`config.mk`:
```
export PLATFORM = sky130hd
export DESIGN_NAME = sqrt_sched_flat
export DESIGN_NICKNAME = d
export VERILOG_FILES = /design/src/rtl/sqrt_pkg.sv /design/src/rtl/sqrt_sched_if.sv /design/src/rtl/sqrt_sched_rr_arbiter.sv /design/src/rtl/sqrt_sched.sv /design/src/flat_wrapper.sv
export SDC_FILE = /design/constraint.sdc
export NUM_CORES = 1
export LEC_CHECK = 0
export BUFFER_PORTS_ARGS = -buffer_cell sky130_fd_sc_hd__buf_2
export CORE_MARGIN = 3
export CORE_UTILIZATION = 45
export DETAILED_ROUTE_END_ITERATION = 10
export HOLD_SLACK_MARGIN = 0.08
export PLACE_DENSITY = 0.87
export SYNTH_ARGS = -nofsm -noshare
export SYNTH_HDL_FRONTEND = slang
export SYNTH_SLANG_ARGS = --single-unit
```
`constraint.sdc`:
```
create_clock -name clk -period 2.3 [get_ports clk]
set_clock_uncertainty 0.2 [all_clocks]
set_input_delay 0.115 -clock clk [delete_from_list [all_inputs] [get_ports clk]]
set_output_delay 0.115 -clock clk [all_outputs]
set_load 0.03 [all_outputs]
```
`src/rtl/sqrt_pkg.sv`:
```
// Shared constants, flag positions and FSM state type for the FP16 sqrt scheduler.
package sqrt_pkg;

  localparam int unsigned FP_W   = 16;
  localparam int unsigned FLAG_W = 3;
  localparam int unsigned CNT_W  = 8;

  localparam logic [FP_W-1:0] QNAN = 16'hFE00;
  localparam logic [FP_W-1:0] PINF = 16'h7C00;
  localparam logic [FP_W-1:0] NINF = 16'hFC00;

  localparam int unsigned FLAG_NAN  = 2;
  localparam int unsigned FLAG_PINF = 1;
  localparam int unsigned FLAG_NINF = 0;

  // Flags reported with a timed-out response: quiet NaN only.
  localparam logic [FLAG_W-1:0] FLAGS_TIMEOUT = FLAG_W'(1) << FLAG_NAN;

  typedef enum logic [1:0] {IDLE, ISSUE, WAIT, HOLD} state_e;

endpackage

```
`src/rtl/sqrt_sched_if.sv`:
```
// Requester, datapath and response signals of the sqrt scheduler.
interface sqrt_sched_if
  import sqrt_pkg::*;
#(
  parameter int unsigned N_REQ = 2,
  parameter int unsigned ID_W  = 1
) ();

  logic [N_REQ-1:0]      req_valid;
  logic [FP_W*N_REQ-1:0] req_data;
  logic [N_REQ-1:0]      req_ready;

  logic                  core_enable;
  logic                  core_start;
  logic [FP_W-1:0]       core_operand;
  logic                  core_p_valid;
  logic [FP_W-1:0]       core_result;
  logic [FLAG_W-1:0]     core_flags;

  logic                  rsp_valid;
  logic                  rsp_ready;
  logic [FP_W-1:0]       rsp_data;
  logic [ID_W-1:0]       rsp_id;
  logic [FLAG_W-1:0]     rsp_flags;
  logic                  rsp_timeout;
  logic                  busy;

  // Scheduler side.
  modport slave (
    input  req_valid, req_data, core_p_valid, core_result, core_flags, rsp_ready,
    output req_ready, core_enable, core_start, core_operand,
           rsp_valid, rsp_data, rsp_id, rsp_flags, rsp_timeout, busy
  );

  // Requesters plus datapath side.
  modport master (
    output req_valid, req_data, core_p_valid, core_result, core_flags, rsp_ready,
    input  req_ready, core_enable, core_start, core_operand,
           rsp_valid, rsp_data, rsp_id, rsp_flags, rsp_timeout, busy
  );

endinterface

```
`src/rtl/sqrt_sched_rr_arbiter.sv`:
```
// Combinational round-robin arbiter: first request after 'last', wrapping modulo N.
module rr_arbiter #(
  parameter int unsigned N    = 2,
  parameter int unsigned ID_W = 1
) (
  input  logic [N-1:0]    req,
  input  logic [ID_W-1:0] last,
  output logic [N-1:0]    grant,
  output logic [ID_W-1:0] idx,
  output logic            found
);

  logic [ID_W-1:0] pos;

  // Scan N positions starting one past the previous winner.
  always_comb begin
    grant = '0;
    idx   = '0;
    found = 1'b0;
    pos   = '0;
    for (int unsigned k = 1; k <= N; k++) begin
      pos = ID_W'((32'(last) + k) % N);
      if (!found && req[pos]) begin
        found      = 1'b1;
        grant[pos] = 1'b1;
        idx        = pos;
      end
    end
  end

endmodule

```
`src/rtl/sqrt_sched.sv`:
```
// Sequences one FP16 sqrt operation at a time across N_REQ requesters.
module sqrt_sched
  import sqrt_pkg::*;
#(
  parameter int unsigned N_REQ   = 2,
  parameter int unsigned LAT_MAX = 16,
  parameter int unsigned ID_W    = (N_REQ > 1) ? $clog2(N_REQ) : 1
) (
  input  logic         clk,
  input  logic         rst_n,
  sqrt_sched_if.slave  bus
);

  state_e            state_q, state_d;
  logic [ID_W-1:0]   last_q, last_d;
  logic [CNT_W-1:0]  cnt_q, cnt_d;
  logic [FP_W-1:0]   op_q, op_d;
  logic [ID_W-1:0]   id_q, id_d;
  logic [FP_W-1:0]   rsp_data_q, rsp_data_d;
  logic [FLAG_W-1:0] rsp_flags_q, rsp_flags_d;
  logic              rsp_timeout_q, rsp_timeout_d;
  logic              core_enable_q, core_enable_d;
  logic              core_start_q, core_start_d;
  logic              rsp_valid_q, rsp_valid_d;
  logic              busy_q, busy_d;
  logic [N_REQ-1:0]  req_ready_c;

  logic [N_REQ-1:0]  grant_c;
  logic [ID_W-1:0]   grant_idx_c;
  logic              grant_found_c;

  rr_arbiter #(.N(N_REQ), .ID_W(ID_W)) u_arb (
    .req   (bus.req_valid),
    .last  (last_q),
    .grant (grant_c),
    .idx   (grant_idx_c),
    .found (grant_found_c)
  );

  // Next-state, datapath capture and output decode.
  always_comb begin
    state_d       = state_q;
    last_d        = last_q;
    cnt_d         = cnt_q;
    op_d          = op_q;
    id_d          = id_q;
    rsp_data_d    = rsp_data_q;
    rsp_flags_d   = rsp_flags_q;
    rsp_timeout_d = rsp_timeout_q;
    req_ready_c   = '0;
    unique case (state_q)
      IDLE: begin
        // Accept pulse is suppressed while reset is held so every output reads 0.
        if (grant_found_c && rst_n) begin
          req_ready_c = grant_c;
          op_d        = bus.req_data[32'(grant_idx_c) * FP_W +: FP_W];
          id_d        = grant_idx_c;
          last_d      = grant_idx_c;
          state_d     = ISSUE;
        end
      end
      ISSUE: begin
        cnt_d   = '0;
        state_d = WAIT;
      end
      WAIT: begin
        if (bus.core_p_valid) begin
          rsp_data_d    = bus.core_result;
          rsp_flags_d   = bus.core_flags;
          rsp_timeout_d = 1'b0;
          state_d       = HOLD;
        end else if (cnt_q == CNT_W'(LAT_MAX - 1)) begin
          rsp_data_d    = QNAN;
          rsp_flags_d   = FLAGS_TIMEOUT;
          rsp_timeout_d = 1'b1;
          state_d       = HOLD;
        end else begin
          cnt_d = cnt_q + CNT_W'(1);
        end
      end
      HOLD: begin
        if (bus.rsp_ready) state_d = IDLE;
      end
      default: state_d = IDLE;
    endcase
    core_enable_d = (state_d == ISSUE) || (state_d == WAIT);
    core_start_d  = (state_d == ISSUE);
    rsp_valid_d   = (state_d == HOLD);
    busy_d        = (state_d != IDLE);
  end

  // State and output registers.
  always_ff @(posedge clk or negedge rst_n) begin
    if (!rst_n) begin
      state_q       <= IDLE;
      last_q        <= ID_W'(N_REQ - 1);
      cnt_q         <= '0;
      op_q          <= '0;
      id_q          <= '0;
      rsp_data_q    <= '0;
      rsp_flags_q   <= '0;
      rsp_timeout_q <= 1'b0;
      core_enable_q <= 1'b0;
      core_start_q  <= 1'b0;
      rsp_valid_q   <= 1'b0;
      busy_q        <= 1'b0;
    end else begin
      state_q       <= state_d;
      last_q        <= last_d;
      cnt_q         <= cnt_d;
      op_q          <= op_d;
      id_q          <= id_d;
      rsp_data_q    <= rsp_data_d;
      rsp_flags_q   <= rsp_flags_d;
      rsp_timeout_q <= rsp_timeout_d;
      core_enable_q <= core_enable_d;
      core_start_q  <= core_start_d;
      rsp_valid_q   <= rsp_valid_d;
      busy_q        <= busy_d;
    end
  end

  assign bus.req_ready    = req_ready_c;
  assign bus.core_enable  = core_enable_q;
  assign bus.core_start   = core_start_q;
  assign bus.core_operand = op_q;
  assign bus.rsp_valid    = rsp_valid_q;
  assign bus.rsp_data     = rsp_data_q;
  assign bus.rsp_id       = id_q;
  assign bus.rsp_flags    = rsp_flags_q;
  assign bus.rsp_timeout  = rsp_timeout_q;
  assign bus.busy         = busy_q;

endmodule

```
`src/flat_wrapper.sv`:
```
// flat-port wrapper written by rule: the top's interface ports become plain ports
module sqrt_sched_flat import sqrt_pkg::*;
#(
  parameter int unsigned N_REQ   = 2,
  parameter int unsigned LAT_MAX = 16,
  parameter int unsigned ID_W    = (N_REQ > 1) ? $clog2(N_REQ) : 1
)
  (clk, rst_n, bus_req_valid, bus_req_data, bus_core_p_valid, bus_core_result, bus_core_flags, bus_rsp_ready, bus_req_ready, bus_core_enable, bus_core_start, bus_core_operand, bus_rsp_valid, bus_rsp_data, bus_rsp_id, bus_rsp_flags, bus_rsp_timeout, bus_busy);
  sqrt_sched_if #(.N_REQ(N_REQ), .ID_W(ID_W)) bus_i ();
  input  logic clk;
  input  logic rst_n;
  input wire logic [$bits(bus_i.req_valid)-1:0] bus_req_valid;
  input wire logic [$bits(bus_i.req_data)-1:0] bus_req_data;
  input wire logic [$bits(bus_i.core_p_valid)-1:0] bus_core_p_valid;
  input wire logic [$bits(bus_i.core_result)-1:0] bus_core_result;
  input wire logic [$bits(bus_i.core_flags)-1:0] bus_core_flags;
  input wire logic [$bits(bus_i.rsp_ready)-1:0] bus_rsp_ready;
  output wire logic [$bits(bus_i.req_ready)-1:0] bus_req_ready;
  output wire logic [$bits(bus_i.core_enable)-1:0] bus_core_enable;
  output wire logic [$bits(bus_i.core_start)-1:0] bus_core_start;
  output wire logic [$bits(bus_i.core_operand)-1:0] bus_core_operand;
  output wire logic [$bits(bus_i.rsp_valid)-1:0] bus_rsp_valid;
  output wire logic [$bits(bus_i.rsp_data)-1:0] bus_rsp_data;
  output wire logic [$bits(bus_i.rsp_id)-1:0] bus_rsp_id;
  output wire logic [$bits(bus_i.rsp_flags)-1:0] bus_rsp_flags;
  output wire logic [$bits(bus_i.rsp_timeout)-1:0] bus_rsp_timeout;
  output wire logic [$bits(bus_i.busy)-1:0] bus_busy;
  assign bus_i.req_valid = bus_req_valid;
  assign bus_i.req_data = bus_req_data;
  assign bus_i.core_p_valid = bus_core_p_valid;
  assign bus_i.core_result = bus_core_result;
  assign bus_i.core_flags = bus_core_flags;
  assign bus_i.rsp_ready = bus_rsp_ready;
  assign bus_req_ready = bus_i.req_ready;
  assign bus_core_enable = bus_i.core_enable;
  assign bus_core_start = bus_i.core_start;
  assign bus_core_operand = bus_i.core_operand;
  assign bus_rsp_valid = bus_i.rsp_valid;
  assign bus_rsp_data = bus_i.rsp_data;
  assign bus_rsp_id = bus_i.rsp_id;
  assign bus_rsp_flags = bus_i.rsp_flags;
  assign bus_rsp_timeout = bus_i.rsp_timeout;
  assign bus_busy = bus_i.busy;
  sqrt_sched #(.N_REQ(N_REQ), .LAT_MAX(LAT_MAX), .ID_W(ID_W)) u_core (.clk(clk), .rst_n(rst_n), .bus(bus_i));
endmodule
```
==> flow_metrics.env, run 1 <==
export IMPL_cts_tree="yes"
export IMPL_dp_cells=360
export IMPL_timing_rr_end="u_core.bus.core_enable"
export IMPL_cp_start_kind="flop"
export IMPL_finalSetupViolCount=0
export IMPL_dr_pass1_iters=4
export IMPL_ctsLongestPathBuffers=2
export IMPL_fmax_ghz=0.446
export IMPL_htreeDepth=2
export IMPL_final_nets=416
export IMPL_synth_fp_nets=259
export IMPL_boundaryPins=100
export IMPL_r2r_slack_ns=0.16
export IMPL_slew_violations=0
export IMPL_slew_headroom_pct=57.2
export IMPL_synth_seq_cells=52
export IMPL_yosysWarnings=0
export IMPL_clock_latency_ns=0.31
export IMPL_utilization_pct=72.9
export IMPL_grt_overflow=0
export IMPL_crit_required_ns=1.99
export IMPL_drv_cap=0
export IMPL_crit_end="bus_req_ready[1]"
export IMPL_powerDensity_mw_per_mm2=1240
export IMPL_synth_cells=198
export IMPL_cts_root_buf="clkbuf_8"
export IMPL_clkSinkCount=52
export IMPL_hpwl_um=3820
export IMPL_antenna_found_initial=1
export IMPL_die_area_sq_mm=0.00591
export IMPL_grt_pass1_wl_um=11800
export IMPL_cp_max_fo=15
export IMPL_portBuffers=99
export IMPL_synth_enable_flop_cells=0
export IMPL_grt_use_total_pct=25.9
export IMPL_yosys_area_top_type="dfrtp_1"
export IMPL_cts_buffers=5
export IMPL_worstMarginPinSlew_ns=0.642
export IMPL_post_cts_buffers=0
export IMPL_finalCriticalPeriod_ns=2.24
export IMPL_fillers=293
export IMPL_wire_per_inst_um=17.4
export IMPL_ys_flop_type="dfrtp_1"
export IMPL_drc=0
export IMPL_synthToLayoutAreaGrowth_pct=54.3
export IMPL_p_leak_uw=0.00172
export IMPL_clk_pin_slew_ns=0.09
export IMPL_fp_dieW_um=76.9
export IMPL_worstPathArrival_ns=1.93
export IMPL_synth_area_top_cells="dfrtp_1, mux2i_1, a22o_1, a21oi_1, nor2_1"
export IMPL_grt_pass1_vias=2397
export IMPL_ys_types=35
export IMPL_crit_start="u_core.state_q[1]"
export IMPL_via_per_inst=5.35
export IMPL_synth_most_common_cell="dfrtp_1"
export IMPL_avgSynthCellArea_sq_um=11.4
export IMPL_core_sq_mm=0.00479
export IMPL_finalPower_uw=4320
export IMPL_hold_path_class="in2reg"
export IMPL_place_gp_congestion=0.856
export IMPL_netlist_area_leader_share_pct=56.4
export IMPL_final_cells=424
export IMPL_rows=25
export IMPL_holdWs_ns=0.183
export IMPL_grt_max_degree=53
export IMPL_finalHoldViolations=0
export IMPL_endpoint_kind="output pin"
export IMPL_r2r_cells=7
export IMPL_start_util_pct=47.3
export IMPL_synthArstFlopShare_pct=100
export IMPL_critPathKind="reg2out"
export IMPL_syn_area_sq_mm=0.00226
export IMPL_seq_area_frac_synth_pct=57.6
export IMPL_drive_above_1_share_pct=34.3
export IMPL_status="finished, final reports clean"
export IMPL_die_h_um=76.9
export IMPL_drt_wl_total_um=7370
export IMPL_fin_crit_sh_pct=97.5
export IMPL_irDropWorstVdd_mv=0.849
export IMPL_r2r_start="u_core.cnt_q[0]"
export IMPL_num_vias=2268
export IMPL_final_antenna_net_count=0
export IMPL_yosys_top_cells_count="dfrtp_1, nor2_1, a21oi_1, mux2i_1, a22o_1"
export IMPL_drt_iter0_drc=178
[where the power goes]
part | internal [uW] | switching (uW) | total, uW
combinational | 780 | 1390 | 2170
clock | 213 | 307 | 520
sequential | 1330 | 298 | 1630
[cell usage in the layout (no fill, tap or decap), drive strengths merged, types with 3 or more instances in the layout]
cell	count
o21ai	7
nor3b	3
a22o	13
buf	106
mux2i	17
dlygate4sd3	55
o22a	8
nor2	19
and3	3
dfrtp	51
nand4	3
ha	4
a21oi	17
clkinv	3
nand3	4
o21a	4
and2	3
clkbuf	5
nand2	7
inv	7
[how the worst min path moves through the flow]
| stage | startpoint | to | slack [ns] | cells after the start |
|---|---|---|---|---|
| CTS | bus_core_p_valid | u_core.bus.rsp_timeout | 0.15 | 3 |
| detailed placement | rst_n | u_core.bus.rsp_data[0] | 0.09 | 2 |
| finish | bus_core_p_valid | u_core.bus.rsp_timeout | 0.18 | 3 |
| global route | bus_core_p_valid | u_core.bus.rsp_timeout | 0.21 | 3 |
| floorplan | rst_n | u_core.bus.busy | -0.38 | 0 |
| global placement | rst_n | u_core.cnt_q[6] | 0.08 | 2 |
[state kept, by name, summed over array words and instances, names as in the netlist]
name	flops
u_core.state_q	2
u_core.bus.core_operand	16
u_core.bus.rsp_id	1
u_core.bus.rsp_timeout	1
u_core.bus.rsp_data	16
u_core.bus.core_start	1
u_core.bus.core_enable	1
u_core.bus.busy	1
u_core.last_q	1
u_core.bus.rsp_flags	3
u_core.bus.rsp_valid	1
u_core.cnt_q	8
[through the flow]
step / setup slack, ns / TNS (ns) / cell area (sq um)
2_1_floorplan: 0.297 / 0 / 2260
3_3_place_gp: 0.243 / 0 / 2840
3_5_place_dp: 0.184 / 0 / 2840
4_1_cts: 0.0824 / 0 / 3480
5_1_grt: -0.0800 / -0.0800 / 3490
6_report: 0.0585 / 0 / 3490
[worst max-delay path: stages (launching register included)]
cell and delay, ns:
dfrtp_1 0.48, nor3b_2 0.30, o21a_1 0.25, buf_4 0.23, nand2_1 0.11, inv_1 0.07, buf_2 0.19
[cell type report]
type	instances	area [sq um]	share of cell area [%]
inverters	7	26.3	0.753
multi-input cells	128	887	25.4
flip-flops and latches	52	1300	37.4
diodes	1	2.50	0.0717
clock inverters	3	18.8	0.538
repair buffers	161	1100	31.5
well taps	67	83.8	2.40
clock buffers	5	68.8	1.97
[layer usage]
metal	wire length, um	vias to the layer above	GRT usage (%)
li1	-	1026	-
met1	2560	1089	26.7
met2	3900	116	45.6
met3	379	37	5.87
met4	530	0	19.4
met5	0	-	0
[cell families (layout without fill, tap and decap cells)]
group / Yosys count / count (layout) / synth area share [%]
adders and majority gates: 4 / 4 / 2.21
AOI/OAI and AO/OA: 54 / 54 / 16.8
DFF: 52 / 52 / 57.6
muxes: 17 / 17 / 7.52
xor gates and xnor gates: 2 / 2 / 0.774
buffers and inverters: 18 / 176 / 3.60
and+or+nand+nor: 51 / 51 / 11.5
other: 0 / 1 / 0
[what timing repair did]
item	in CTS	in global routing
resized for setup	0	2
hold buffers	55	0
endpoints found under the hold margin	88	0
endpoints found under the setup margin	0	1
No activity file was read; power rests on OpenSTA's default activity.
==> inputs of run 2 (changes only) <==
- CORE_UTILIZATION: 45 -> 41
- PLACE_DENSITY: 0.87 -> 0.84
- SETUP_SLACK_MARGIN: unset -> 0.4
- clock period: 2.3 -> 1.85 ns (I/O delays scaled with it)
==> run 2 against run 1 <==
Compared with the run above:
- the flow now finishes with violations (setup timing)
- power grew 44%
- first-iteration DRC count down 58%
- combinational power rose by 64%
- register-to-register slack got worse by 0.27 ns
- final cell count grew 7.8%
- largest power group unchanged
==> flow_metrics.env, run 2 (synthesized netlist as in run 1, its figures left out) <==
export IMPL_die_h_um=80.3
export IMPL_cp_max_fo=3
export IMPL_worstMarginPinSlew_ns=0.638
export IMPL_grt_max_degree=53
export IMPL_finalPower_uw=6200
export IMPL_final_cells=457
export IMPL_endpoint_kind="flop"
export IMPL_portBuffers=99
export IMPL_clock_latency_ns=0.31
export IMPL_num_vias=2349
export IMPL_most_common_layout_cells="buf_2, dlygate4sd3_1, dfrtp_1"
export IMPL_slew_violations=0
export IMPL_ctsLongestPathBuffers=2
export IMPL_drc=0
export IMPL_cts_buffers=5
export IMPL_hold_path_class="in2reg"
export IMPL_cp_start_kind="flop"
export IMPL_crit_slowest_cell="or4_4"
export IMPL_fp_dieW_um=80.3
export IMPL_clk_pin_slew_ns=0.09
export IMPL_grt_use_total_pct=24.2
export IMPL_via_per_inst=5.14
export IMPL_crit_required_ns=1.91
export IMPL_final_nets=447
export IMPL_num_antenna_cells=0
export IMPL_r2r_slack_ns=-0.11
export IMPL_irDropWorstVdd_mv=1.04
export IMPL_synthToLayoutAreaGrowth_pct=81.9
export IMPL_die_area_sq_mm=0.00644
export IMPL_tns_ns=-1.79
export IMPL_clkSinkCount=52
export IMPL_hpwl_um=3910
export IMPL_core_sq_mm=0.00524
export IMPL_drt_wl_total_um=8040
export IMPL_fmax_ghz=0.509
export IMPL_drive_above_1_share_pct=51.4
export IMPL_fin_crit_sh_pct=106
export IMPL_status="complete, but fails checks"
export IMPL_grt_overflow=0
export IMPL_p_leak_uw=0.00195
export IMPL_drv_cap=0
export IMPL_worstPathArrival_ns=2.02
export IMPL_antenna_found_initial=0
export IMPL_dp_cells=379
export IMPL_boundaryPins=100
export IMPL_cp_top_family="simple AND/OR/NAND/NOR gates"
export IMPL_rows=26
export IMPL_slew_headroom_pct=57.5
export IMPL_drt_iter0_drc=75
export IMPL_violations="setup timing"
export IMPL_place_gp_congestion=0.819
export IMPL_grt_pass1_vias=2495
export IMPL_start_util_pct=43.2
export IMPL_setup_ws_ns=-0.115
export IMPL_finalCriticalPeriod_ns=1.96
export IMPL_final_antenna_net_count=0
export IMPL_critPathKind="reg2reg"
export IMPL_postPlaceCellArea_sq_mm=0.00298
export IMPL_rsz0062_at_grt="true"
export IMPL_dr_pass1_iters=4
export IMPL_post_route_cell_area_sq_mm=0.00411
export IMPL_finalSetupViolCount=29
export IMPL_powerDensity_mw_per_mm2=1510
export IMPL_finalHoldViolations=0
export IMPL_path_cells="or4_4, nor2_4, o21a_4, or3_4, ha_4, inv_2"
export IMPL_cts_tree="yes"
export IMPL_htreeDepth=2
export IMPL_layout_commonest_cell="buf_2"
export IMPL_critPathBufInv=1
export IMPL_cts_root_buf="clkbuf_8"
export IMPL_grt_pass1_wl_um=11900
export IMPL_critPathMaxStageDelay_ns=0.59
export IMPL_wire_per_inst_um=17.6
-- run 2: layout make-up --
type                       instances  area [sq um]
timing repair buffer             192          1490
tap                               70          87.6
clock buffer                       7          76.3
multi-input combinational        128          1130
clock inverter                     1          8.76
inverter                           7          26.3
fill                             313          1120
sequential                        52          1300
-- run 2: per-stage QoR --
step	hold WS, ns	util, %	worst slack, ns
finish	0.0787	78.5	-0.115
global placement	0.0606	57.0	-0.0437
detailed placement	0.0573	57.0	-0.129
floorplan	-0.403	-	-0.110
global route	0.0976	78.5	-0.139
CTS	0.0651	77.1	-0.0826
-- run 2: final timing paths --
path	start	end	depth (start not counted)
setup reg to reg	u_core.cnt_q[5]	u_core.bus.core_enable	6
setup / recovery	u_core.cnt_q[5]	u_core.bus.core_enable	6
max in group asynchronous	rst_n	u_core.state_q[1]	3
min in group asynchronous	rst_n	u_core.cnt_q[3]	3
hold reg to reg	u_core.bus.rsp_data[8]	u_core.bus.rsp_data[8]	1
hold / removal	bus_rsp_ready	u_core.state_q[1]	4
-- run 2: what timing repair did --
| action | in CTS | in global routing |
|---|---|---|
| hold endpoints to repair | 87 | 0 |
| buffers inserted | 11 | 1 |
| cloned | 5 | 1 |
| pin swaps | 12 | 16 |
| setup endpoints to repair | 53 | 54 |
| resized for setup | 73 | 15 |
| hold buffers | 52 | 0 |
-- run 2: worst register-to-register path, cell delays in order, from the launching register on --
cell and delay, ns:
dfrtp_1 0.40, or4_4 0.59, nor2_4 0.18, o21a_4 0.17, or3_4 0.15, ha_4 0.20
inv_2 0.04
-- run 2: routing by layer --
layer	part of all wire [%]	vias up	wire length [um]	GRT usage (%)
met5	0	-	0	0
met2	53	85	4240	45.7
met1	38	1153	3090	25.8
li1	-	1085	-	-
met3	4.8	26	383	5.16
met4	4.0	0	321	9.97
-- run 2: power breakdown --
part	total (uW)	internal (uW)	switching (uW)
logic	3560	1480	2070
clock network	638	271	367
registers	2010	1650	354
total	6200	3410	2800
==> inputs of run 3 (changes only) <==
- PLACE_DENSITY: 0.84 -> 0.81
- SETUP_SLACK_MARGIN: 0.4 -> 0.02
- clock period: 1.85 -> 2.5 ns (I/O delays scaled with it)
==> run 3 against run 2 <==
Compared with the run above:
- the flow now finishes without violations
- final cell count is 7.9% lower
- clock power decreased by 25%
- sequential power down 28%
==> flow_metrics.env, run 3 (synthesized netlist as in run 1, its figures left out) <==
export IMPL_core_sq_mm=0.00524
export IMPL_holdWs_ns=0.172
export IMPL_cp_start_kind="flop"
export IMPL_powerDensity_mw_per_mm2=1120
export IMPL_r2r_cells=7
export IMPL_hpwl_um=3560
export IMPL_worstMarginPinSlew_ns=0.738
export IMPL_slew_violations=0
export IMPL_status="finished, final reports clean"
export IMPL_grt_met3_usage_pct=4.37
export IMPL_drt_iter0_drc=106
export IMPL_fin_crit_sh_pct=88.0
export IMPL_grt_busiest_layer="met2"
export IMPL_crit_start="u_core.state_q[0]"
export IMPL_worstPathArrival_ns=1.88
export IMPL_cts_root_buf="clkbuf_8"
export IMPL_cp_max_fo=12
export IMPL_tns_ns=0
export IMPL_finalCriticalPeriod_ns=2.20
export IMPL_fp_dieW_um=80.3
export IMPL_critPathKind="reg2out"
export IMPL_htreeDepth=2
export IMPL_num_vias=2035
export IMPL_drive_above_1_share_pct=33.0
export IMPL_crit_end="bus_req_ready[1]"
export IMPL_irDropWorstVdd_mv=0.768
export IMPL_grt_pass1_vias=2057
export IMPL_drt_wl_total_um=5600
export IMPL_place_gp_congestion=0.798
export IMPL_cts_buffers=5
export IMPL_synthToLayoutAreaGrowth_pct=52.4
export IMPL_grt_overflow=0
export IMPL_layout_commonest_cell="buf_2"
export IMPL_grt_max_degree=53
export IMPL_clkSinkCount=52
export IMPL_slew_headroom_pct=50.5
export IMPL_met2_usage_pct=31.7
export IMPL_clock_latency_ns=0.29
export IMPL_r2r_slack_ns=0.32
export IMPL_timing_rr_end="u_core.bus.core_enable"
export IMPL_cts_tree="yes"
export IMPL_most_common_layout_cells="buf_2, dlygate4sd3_1, dfrtp_1"
export IMPL_endpoint_kind="output pin"
export IMPL_p_leak_uw=0.00169
export IMPL_crit_required_ns=2.17
export IMPL_boundaryPins=100
export IMPL_final_antenna_net_count=0
export IMPL_fmax_ghz=0.454
export IMPL_num_antenna_cells=0
export IMPL_clk_pin_slew_ns=0.09
export IMPL_die_area_sq_mm=0.00644
export IMPL_ctsLongestPathBuffers=2
export IMPL_grt_met1_usage_pct=22.6
export IMPL_start_util_pct=43.2
export IMPL_wire_per_inst_um=13.3
export IMPL_antenna_found_initial=0
export IMPL_via_per_inst=4.83
export IMPL_dr_pass1_iters=4
export IMPL_final_nets=411
export IMPL_grt_use_total_pct=18.2
export IMPL_r2r_start="u_core.cnt_q[0]"
export IMPL_finalHoldViolations=0
export IMPL_fillers=409
export IMPL_die_h_um=80.3
export IMPL_grt_pass1_wl_um=9200
export IMPL_drv_cap=0
export IMPL_portBuffers=99
export IMPL_drc=0
export IMPL_rsz0062_at_grt="false"
export IMPL_finalSetupViolCount=0
export IMPL_hold_path_class="in2reg"
export IMPL_rows=26
run 3: changes by cell type in the layout (fill, tap and decap cells not counted), moves of 5 or more:
cell     delta
a21oi_1    +16
buf_4      -18
a21oi_2    -15
buf_6      -15
nor2_1      +5
run 3: layer usage:
metal | wire length, um | vias up
met4 | 31 | 0
met3 | 358 | 4
met5 | 0 | -
met1 | 2410 | 951
met2 | 2810 | 64
li1 | - | 1016
run 3: power breakdown:
group	total [uW]	internal (uW)	leakage (uW)	switching, uW
Sequential	1450	1220	0.000614	229
Clock	479	225	0.0000445	254
Combinational	1920	701	0.00103	1220
Total	3850	2150	0.00169	1700
run 3: worst min-delay path by stage:
stage | depth (start not counted) | startpoint | to
4_1_cts | 4 | bus_core_p_valid | u_core.cnt_q[0]
3_3_place_gp | 2 | rst_n | u_core.bus.core_operand[7]
5_1_grt | 3 | bus_core_p_valid | u_core.bus.rsp_timeout
2_1_floorplan | 0 | rst_n | u_core.bus.busy
6_report | 4 | bus_core_p_valid | u_core.cnt_q[0]
3_5_place_dp | 2 | rst_n | u_core.bus.rsp_data[9]
run 3: what timing repair did:
action,4_1_cts,5_1_grt
hold buffers,53,0
setup buffers,0,0
endpoints found under the setup margin,0,11
gates resized for setup,0,1
hold endpoints to repair,88,0
run 3: final cells by class:
class	count	area, sq um	area share, %
multi-input cells	128	882	25.6
well taps	70	87.6	2.54
repair buffers	156	1060	30.6
flip-flops and latches	52	1300	37.8
clock buffers	7	86.3	2.50
inverters	7	26.3	0.762
clock inverters	1	7.51	0.218
run 3: per-stage QoR:
stage / total power, uW / instances / util, % / setup WS, ns / area, sq um
final: 3850 / 421 / 65.8 / 0.299 / 3450
after CTS: 3880 / 421 / 65.8 / 0.130 / 3450
after global routing: 4110 / 421 / 65.8 / 0.0894 / 3450
after floorplan: 2740 / 198 / - / 0.497 / 2260
after detailed placement: 3280 / 360 / 53.9 / 0.169 / 2820
after global placement: 3230 / 360 / 53.9 / 0.295 / 2820
run 3: worst max-delay path: stages, from the launching register on:
cell,delay [ns]
dfrtp_1,0.49
nor3b_1,0.29
o21a_1,0.41
nand2_1,0.14
inv_1,0.07
buf_2,0.19
